[src/rtl/pin_input_conditioner.sv]
// Per-pin input conditioner: synchroniser, debounce, edge detect, sticky irq.
// Optional glitch counters: define PIN_INPUT_CONDITIONER_GLITCH_COUNT_EN.
module pin_input_conditioner #(
    parameter int NumberOfPins   = 1,
    parameter int SyncStages     = 2,
    parameter int DebounceCycles = 16
) (
    input  logic                        clk_i,
    input  logic                        rst_ni,
    input  logic [NumberOfPins-1:0]     from_pins_i,
    input  logic [NumberOfPins-1:0]     debounce_en_i,
    input  logic [NumberOfPins-1:0]     rise_en_i,
    input  logic [NumberOfPins-1:0]     fall_en_i,
    input  logic [NumberOfPins-1:0]     intr_clear_i,
`ifdef PIN_INPUT_CONDITIONER_GLITCH_COUNT_EN
    input  logic [NumberOfPins-1:0]     glitch_clear_i,
    output logic [8*NumberOfPins-1:0]   glitch_count_o,
`endif
    output logic [NumberOfPins-1:0]     pin_value_o,
    output logic [NumberOfPins-1:0]     rise_o,
    output logic [NumberOfPins-1:0]     fall_o,
    output logic [NumberOfPins-1:0]     intr_state_o,
    output logic                        intr_o
);

    localparam int CntW = $clog2(DebounceCycles + 1);
    localparam logic [CntW-1:0] CntLast = CntW'(DebounceCycles - 1);

    for (genvar gi = 0; gi < NumberOfPins; gi++) begin : g_pin
        logic [SyncStages-1:0] r_sync;
        logic                  w_sync;
        logic [CntW-1:0]       r_cnt;
        logic [CntW-1:0]       w_cnt_d;
        logic                  r_value;
        logic                  w_value_d;
        logic                  r_prev;
        logic                  r_intr;
        logic                  w_rise;
        logic                  w_fall;
        logic                  w_set;

        assign w_sync = r_sync[SyncStages-1];

        // Shift the asynchronous pad value through the synchroniser chain.
        always_ff @(posedge clk_i or negedge rst_ni) begin
            if (!rst_ni) begin
                r_sync <= '0;
            end else begin
                r_sync <= {r_sync[SyncStages-2:0], from_pins_i[gi]};
            end
        end

        // Debounce decision: accept a new value after enough stable mismatches.
        always_comb begin
            w_value_d = r_value;
            w_cnt_d   = '0;
            if (!debounce_en_i[gi]) begin
                w_value_d = w_sync;
            end else if (w_sync != r_value) begin
                if (r_cnt == CntLast) begin
                    w_value_d = w_sync;
                end else begin
                    w_cnt_d = r_cnt + 1'b1;
                end
            end
        end

        // Accepted value, stability counter and previous value for edges.
        always_ff @(posedge clk_i or negedge rst_ni) begin
            if (!rst_ni) begin
                r_value <= 1'b0;
                r_cnt   <= '0;
                r_prev  <= 1'b0;
            end else begin
                r_value <= w_value_d;
                r_cnt   <= w_cnt_d;
                r_prev  <= r_value;
            end
        end

        assign w_rise = r_value & ~r_prev;
        assign w_fall = ~r_value & r_prev;
        assign w_set  = (w_rise & rise_en_i[gi])
                      | (w_fall & fall_en_i[gi]);

        // Sticky edge status; a new set beats a simultaneous clear.
        always_ff @(posedge clk_i or negedge rst_ni) begin
            if (!rst_ni) begin
                r_intr <= 1'b0;
            end else begin
                r_intr <= w_set | (r_intr & ~intr_clear_i[gi]);
            end
        end

        assign pin_value_o[gi]  = r_value;
        assign rise_o[gi]       = w_rise;
        assign fall_o[gi]       = w_fall;
        assign intr_state_o[gi] = r_intr;

`ifdef PIN_INPUT_CONDITIONER_GLITCH_COUNT_EN
        logic [7:0] r_glitch;
        logic       w_glitch;

        // A glitch is a partial count abandoned because sync fell back.
        assign w_glitch = debounce_en_i[gi]
                        & (r_cnt != '0)
                        & (w_sync == r_value);

        // Saturating glitch counter; clear has priority over increment.
        always_ff @(posedge clk_i or negedge rst_ni) begin
            if (!rst_ni) begin
                r_glitch <= 8'd0;
            end else if (glitch_clear_i[gi]) begin
                r_glitch <= 8'd0;
            end else if (w_glitch && r_glitch != 8'hFF) begin
                r_glitch <= r_glitch + 8'd1;
            end
        end

        assign glitch_count_o[8*gi +: 8] = r_glitch;
`endif
    end

    assign intr_o = |intr_state_o;

endmodule

[config.mk]
export PLATFORM = sky130hd
export DESIGN_NAME = pin_input_conditioner
export DESIGN_NICKNAME = d
export VERILOG_FILES = /design/src/rtl/pin_input_conditioner.sv
export SDC_FILE = /design/constraint.sdc
export NUM_CORES = 1
export LEC_CHECK = 0
export CAP_MARGIN = 20
export CORE_AREA = 2 2 39 41
export CTS_CLUSTER_DIAMETER = 120
export DETAILED_ROUTE_END_ITERATION = 10
export DIE_AREA = 0 0 41 43
export DONT_BUFFER_PORTS = 1
export GPL_TIMING_DRIVEN = 0
export PLACE_DENSITY = 0.45
export SYNTH_ARGS = -nofsm -noshare
export SYNTH_HDL_FRONTEND = slang
export SYNTH_SLANG_ARGS = --single-unit
[constraint.sdc]
create_clock -name clk_i -period 1.8 [get_ports clk_i]
set_input_delay 0.36 -clock clk_i [delete_from_list [all_inputs] [get_ports clk_i]]
set_output_delay 0.36 -clock clk_i [all_outputs]
set_load 0.01 [all_outputs]
==> results of run 1 <==
## logic make-up after synthesis
group,Yosys count,synth area share [%]
AND/OR/NAND/NOR,11,14.0
flip-flops,10,62.3
AO/OA/AOI/OAI,4,7.47
XOR/XNOR,3,6.54
buffers and inverters,3,3.74
multiplexers,1,2.80
adder cells (fa/ha/maj),1,3.11
## state kept, by name, indices dropped and copies added, names as in the netlist
signal,count
intr_o,1
g_pin.r_sync,2
g_pin.r_cnt,5
pin_value_o,1
g_pin.r_prev,1
## worst register-to-register path, cell delays in order, from the launching register on
cell and delay (ns):
dfrtp_1 0.37, ha_1 0.21, nand3_2 0.11, o21ai_1 0.15
mux2_1 0.33
## power by group through the flow
stage / Clock, uW / Combinational (uW) / Sequential, uW
floorplan: 0 / 33.5 / 256
global placement: 0 / 37.2 / 258
detailed placement: 0 / 38.0 / 259
CTS: 207 / 44.2 / 254
global route: 226 / 50.1 / 256
finish: 200 / 42.8 / 254
## layer usage
metal / global-route usage [%] / vias up
li1: - / 117
met4: 10.0 / 0
met3: 3.14 / 2
met5: 0 / -
met2: 10.9 / 13
met1: 10.5 / 120
## worst max path at each step
stage | endpoint | slack (ns) | start
6_report | rise_o | 0.39 | pin_value_o
4_1_cts | rise_o | 0.38 | pin_value_o
3_3_place_gp | pin_value_o | 0.53 | g_pin[0].r_cnt[0]
3_5_place_dp | pin_value_o | 0.52 | g_pin[0].r_cnt[0]
5_1_grt | rise_o | 0.32 | pin_value_o
2_1_floorplan | pin_value_o | 0.59 | g_pin[0].r_cnt[0]
## cells in the mapped netlist
cell      count  area (sq um)
buf_4         1          7.51
nor2_1        4          15.0
nand2_1       2          7.51
nand3_1       1          5.00
nor2_2        1          6.26
a22oi_1       1          7.51
o21ai_1       1          5.00
nand3_2       1          10.0
o211ai_2      1          12.5
o21ai_0       1          5.00
nor2b_1       2          12.5
inv_1         2          7.51
xor2_1        2          17.5
xnor2_1       1          8.76
ha_1          1          12.5
dfrtp_1      10           250
mux2_1        1          11.3
## per-stage QoR
stage	util, %	total power [uW]	std cells	hold slack, ns	setup WS, ns
2_1_floorplan	-	289	33	0.0644	0.592
3_3_place_gp	30.5	295	49	0.0647	0.529
3_5_place_dp	30.5	297	49	0.0647	0.519
4_1_cts	33.8	506	54	0.110	0.377
5_1_grt	33.8	533	54	0.0906	0.317
6_report	33.8	497	54	0.116	0.392
## layout make-up
type                       count  area, sq um  share of cell area, %
timing repair buffer           1         10.0                   2.14
tap                           16         20.0                   4.28
sequential                    10          250                   53.5
buffer                         1         7.51                   1.60
clock buffer                   4         36.3                   7.75
inverter                       2         7.51                   1.60
multi-input combinational     20          136                   29.1
## timing repair
action / 4_1_cts / 5_1_grt
hold buffers: 1 / 0
resized for setup: 0 / 0
hold endpoints to repair: 10 / 0
==> results_dict.tcl, run 1 <==
set metrics [dict create \
    status "finished clean" \
    post_cts.repair.setup_buffers 0 \
    timing.critical_path.arrival_ns 1.05 \
    finalWirelength_um 597 \
    top_layer "met4" \
    cellLeakagePower_uw 0.000210 \
    power.net_switching_uw 116 \
    crit_buf_inv 0 \
    std_cell_rows 14 \
    grt_pass1_wl_um 966 \
    crit_fanout 6 \
    synth_sequential_area_ratio_pct 62.3 \
    powerDensity_nw_per_um2 1060 \
    clk_latency_ns 0.27 \
    nFillCells 143 \
    vias 252 \
    worst_hold_end "g_pin[0].r_sync[0]" \
    die_h_um 43 \
    fp.coreArea_sq_um 1380 \
    finalSetupTns_ns 0 \
    syn-num-nets 41 \
    worst_clock_skew_ns 0.000882 \
    globalRouteOverflowTotal 0 \
    worst_r2r_startpoint "g_pin[0].r_cnt[0]" \
    ff2ff_path_depth 4 \
    drt_iter0_drc 2 \
    worst_pin_slew_ns 0.451 \
    switching_share_pct 23.4 \
    comb_power_share_pct 8.6 \
    route.layer.met1.wl_um 263 \
    placedInstanceArea_sq_um 422 \
    antenna_found_initial 0 \
    wl_met3_um 60 \
    cts.root.buffer_cell "clkbuf_4" \
    reg2reg_slack_ns 0.51 \
    ys_ff_latch 10 \
    number_of_pins_exceeding_their_max_slew_limit_in_the_final_report 0 \
    worstHoldStart "from_pins_i" \
    finalCritPeriodShare_pct 78.2 \
    timing.critical_path.slowest_cell_delay_ns 0.48 \
    clock_transition_at_the_registers_of_the_reported_paths_ns 0.06 \
    stdcell_area_sq_um 468 \
    seqPwrFrac_pct 51.1 \
    yosys.cell_types.count 17 \
    drt_pre_antenna_iters 2 \
    htree_num_levels 1 \
    tritoncts "built" \
    ioPinCount 12 \
    gp_congestion 0.712 \
    maxCapViolCount 0 \
    crit_path_cell_trace "nor2b_1" \
    cts-buffers-inserted 3 \
    grt_max_degree 11 \
    most-common-layout-cells "dfrtp_1 (10), nor2_1 (4), clkbuf_4 (3)" \
    timing.critical_path.required_ns 1.44 \
    initial_utilization_pct 29.0 \
    die-width_um 41 \
    ir_worst_vdd_v 0.000351 \
    finalSetupViolations 0 \
    end_kind "output pin" \
    maximum_clock_rate_ghz 0.710 \
    unrepaired_setup_endpoints_after_global_routing "no" \
    timing.hold.worst_path_depth 0 \
    intPower_uw 381 \
    fp.dieArea_sq_um 1760 \
    netlist_area_sq_um 402 \
    startpoint_type "flip-flop" \
    timing.slew.headroom_pct 69.8 \
    per_cell_routed_wire_length_um 11.1 \
    drive_above_1_share_pct 21.1 \
    crit_cells 1 \
    power.clock.fraction_pct 40.3 \
    post_synth.cell_area_avg_sq_um 12.2 \
    final_nets 47 \
    yosys_warnings 0 \
    cts-root-to-sink-buffers 2 \
    io_buffers 0 \
    drc_errors 0 \
    grt_usage_pct 8.87 \
    via_count_of_the_first_global_routing_pass 245 \
    timing.setup.critical_path_class "flip-flop to output pin" \
    mostFrequentLayoutCell "dfrtp_1" \
    antenna_cells 0 \
    timing.rr.end "pin_value_o" \
    post-route-min-period_ns 1.41 \
    met2_length_um 245 \
    crit_family "flip-flops" \
    holdCritPathClass "input pin to flip-flop" \
    worst_path_max_delay_cell "dfrtp_1" \
    flow.area_growth_from_synthesis_pct 16.5 \
    hold_viol_final 0 \
    syn-instance-count 33 \
    drt-vias-per-instance 4.67 \
    cts.sinks 10 \
    postRouteAntennaNets 0 \
]
Power figures use the tool's default switching activity.
==> run 2: changes to the inputs <==
--- a/config.mk
+++ b/config.mk
@@ -12,7 +12,7 @@
 export DIE_AREA = 0 0 41 43
 export DONT_BUFFER_PORTS = 1
 export GPL_TIMING_DRIVEN = 0
-export PLACE_DENSITY = 0.45
+export PLACE_DENSITY = 0.46
 export SYNTH_ARGS = -nofsm -noshare
 export SYNTH_HDL_FRONTEND = slang
 export SYNTH_SLANG_ARGS = --single-unit
==> constraint.sdc (replaced) <==
create_clock -name clk_i -period 1.2 [get_ports clk_i]
set_input_delay 0.24 -clock clk_i [delete_from_list [all_inputs] [get_ports clk_i]]
set_output_delay 0.24 -clock clk_i [all_outputs]
set_load 0.01 [all_outputs]
==> run 2 against run 1 <==
  * Worst hold slack worse by 0.028 ns
  * Clock skew grew 0.0041 ns
  * Routed wire length up 5.2%
  * Sequential share of layout area fell by 4.7 points
  * Total power grew 40%
  * Critical path depth rose by 3
  * First-iteration DRC count decreased by 100%
  * Die area unchanged
  * Via count is 2.8% lower
  * Sequential power grew 53%
  * Utilization is 3.4 points higher
  * Combinational power rose by 100%
  * Critical path type is now flip-flop to flip-flop
  * Highest routed layer unchanged
==> results_dict.tcl, run 2 (same netlist as run 1, synthesis figures left out) <==
set metrics [dict create \
    cellLeakagePower_uw 0.000225 \
    crit_buf_inv 0 \
    timing.critical_path.arrival_ns 1.33 \
    antenna_found_initial 0 \
    largest_register "g_pin.r_cnt" \
    maximum_clock_rate_ghz 0.841 \
    post-route-min-period_ns 1.19 \
    postRouteAntennaNets 0 \
    cts-root-to-sink-buffers 2 \
    std_cell_rows 14 \
    crit_family "flip-flops" \
    fp.dieArea_sq_um 1760 \
    ioPinCount 12 \
    finalNonFillerCells 55 \
    die_h_um 43 \
    startpoint_type "flip-flop" \
    ir_worst_vdd_v 0.000617 \
    place.detailed.instances 49 \
    hold_viol_final 0 \
    drt-vias-per-instance 4.45 \
    timing.slew.headroom_pct 70.5 \
    gp_congestion 0.711 \
    cts.root.buffer_cell "clkbuf_4" \
    cts.sinks 10 \
    clk_latency_ns 0.26 \
    mostFrequentLayoutCell "dfrtp_1" \
    final_nets 49 \
    worst_path_max_delay_cell "dfrtp_1" \
    crit_fanout 3 \
    drt_iter0_drc 0 \
    tritoncts "built" \
    die-width_um 41 \
    finish.utilization_pct 37.3 \
    timing.critical_path.required_ns 1.34 \
    globalRouteOverflowTotal 0 \
    io_buffers 0 \
    powerDensity_nw_per_um2 1350 \
    end_kind "flip-flop" \
    flow.area_growth_from_synthesis_pct 28.3 \
    drive_above_1_share_pct 35.9 \
    timing.setup.critical_path_class "flip-flop to flip-flop" \
    finalWirelength_um 628 \
    cts-buffers-inserted 3 \
    reg.largest.list "g_pin.r_cnt (5), g_pin.r_sync (2)" \
    finalSetupTns_ns 0 \
    grt_max_degree 11 \
    holdCritPathClass "input pin to flip-flop" \
    fp.coreArea_sq_um 1380 \
    worst_clock_skew_ns 0.00495 \
    drt_pre_antenna_iters 1 \
    number_of_pins_exceeding_their_max_slew_limit_in_the_final_report 0 \
    status "finished clean" \
    initial_utilization_pct 29.0 \
    largest_register_ffs 5 \
    antenna_cells 0 \
    grt_usage_pct 9.88 \
    htree_num_levels 1 \
    vias 245 \
    unrepaired_setup_endpoints_after_global_routing "yes" \
    crit_path_cell_trace "ha_4 -> nand3_4 -> o21ai_2 -> mux2_4" \
    drc_errors 0 \
    finalCritPeriodShare_pct 99.0 \
    timing.critical_path.slowest_cell_delay_ns 0.39 \
    maxCapViolCount 0 \
    per_cell_routed_wire_length_um 11.4 \
    via_count_of_the_first_global_routing_pass 299 \
    worst_pin_slew_ns 0.441 \
    grt_pass1_wl_mm 1.05 \
    finalSetupViolations 0 \
    most-common-layout-cells "dfrtp_1 (9), nor2_1 (4), clkbuf_4 (3)" \
    clock_transition_at_the_registers_of_the_reported_paths_ns 0.06 \
]
run 2: final timing paths:
check                                   start  cells past startpoint  slack [ns]                  to
min in group asynchronous              rst_ni                      1        0.36   g_pin[0].r_cnt[3]
hold reg to reg            g_pin[0].r_sync[0]                      0        0.35  g_pin[0].r_sync[1]
hold / removal                   intr_clear_i                      1        0.09              intr_o
setup / recovery            g_pin[0].r_cnt[0]                      4        0.01         pin_value_o
max in group asynchronous              rst_ni                      1        0.51         pin_value_o
setup reg to reg            g_pin[0].r_cnt[0]                      4        0.01         pin_value_o
run 2: worst register-to-register path, stage by stage (launching register included):
cell     delay [ns]
dfrtp_1        0.39
ha_4           0.17
nand3_4        0.07
o21ai_2        0.14
mux2_4         0.30
run 2: final cells by class:
class	count	area, sq um
tap	16	20.0
timing repair buffer	3	27.5
clock buffer	3	22.5
fill	139	868
multi-input combinational	20	179
sequential	10	251
inverter	2	7.51
buffer	1	7.51
run 2: repair_timing:
| item | in CTS | in global routing |
|---|---|---|
| pin swaps | 2 | 0 |
| resized for setup | 6 | 3 |
| setup buffers | 1 | 0 |
| hold buffers | 1 | 1 |
| endpoints found under the hold margin | 10 | 1 |
| setup endpoints to repair | 3 | 3 |
run 2: power by group:
| group | total, uW | internal [uW] | switching, uW |
|---|---|---|---|
| Combinational | 87.0 | 47.4 | 39.6 |
| Clock | 219 | 115 | 104 |
| Sequential | 389 | 360 | 29.6 |
run 2: per-stage QoR:
stage	cell area, sq um	power, uW	hold WS, ns	setup slack (ns)
after floorplan	404	434	-0.0556	-0.0000732
after global placement	424	443	-0.0553	-0.0605
after detailed placement	424	447	-0.0553	-0.0790
after CTS	485	693	0.00231	-0.0263
after global routing	515	748	0.0716	-0.0396
final	515	696	0.0881	0.0114
run 2: metal layers:
layer / up-vias / global-route usage (%) / wire [um]
li1: 120 / - / -
met1: 112 / 8.75 / 275
met2: 11 / 14.4 / 292
met3: 2 / 3.66 / 52
met4: 0 / 12.0 / 8
met5: - / 0 / 0
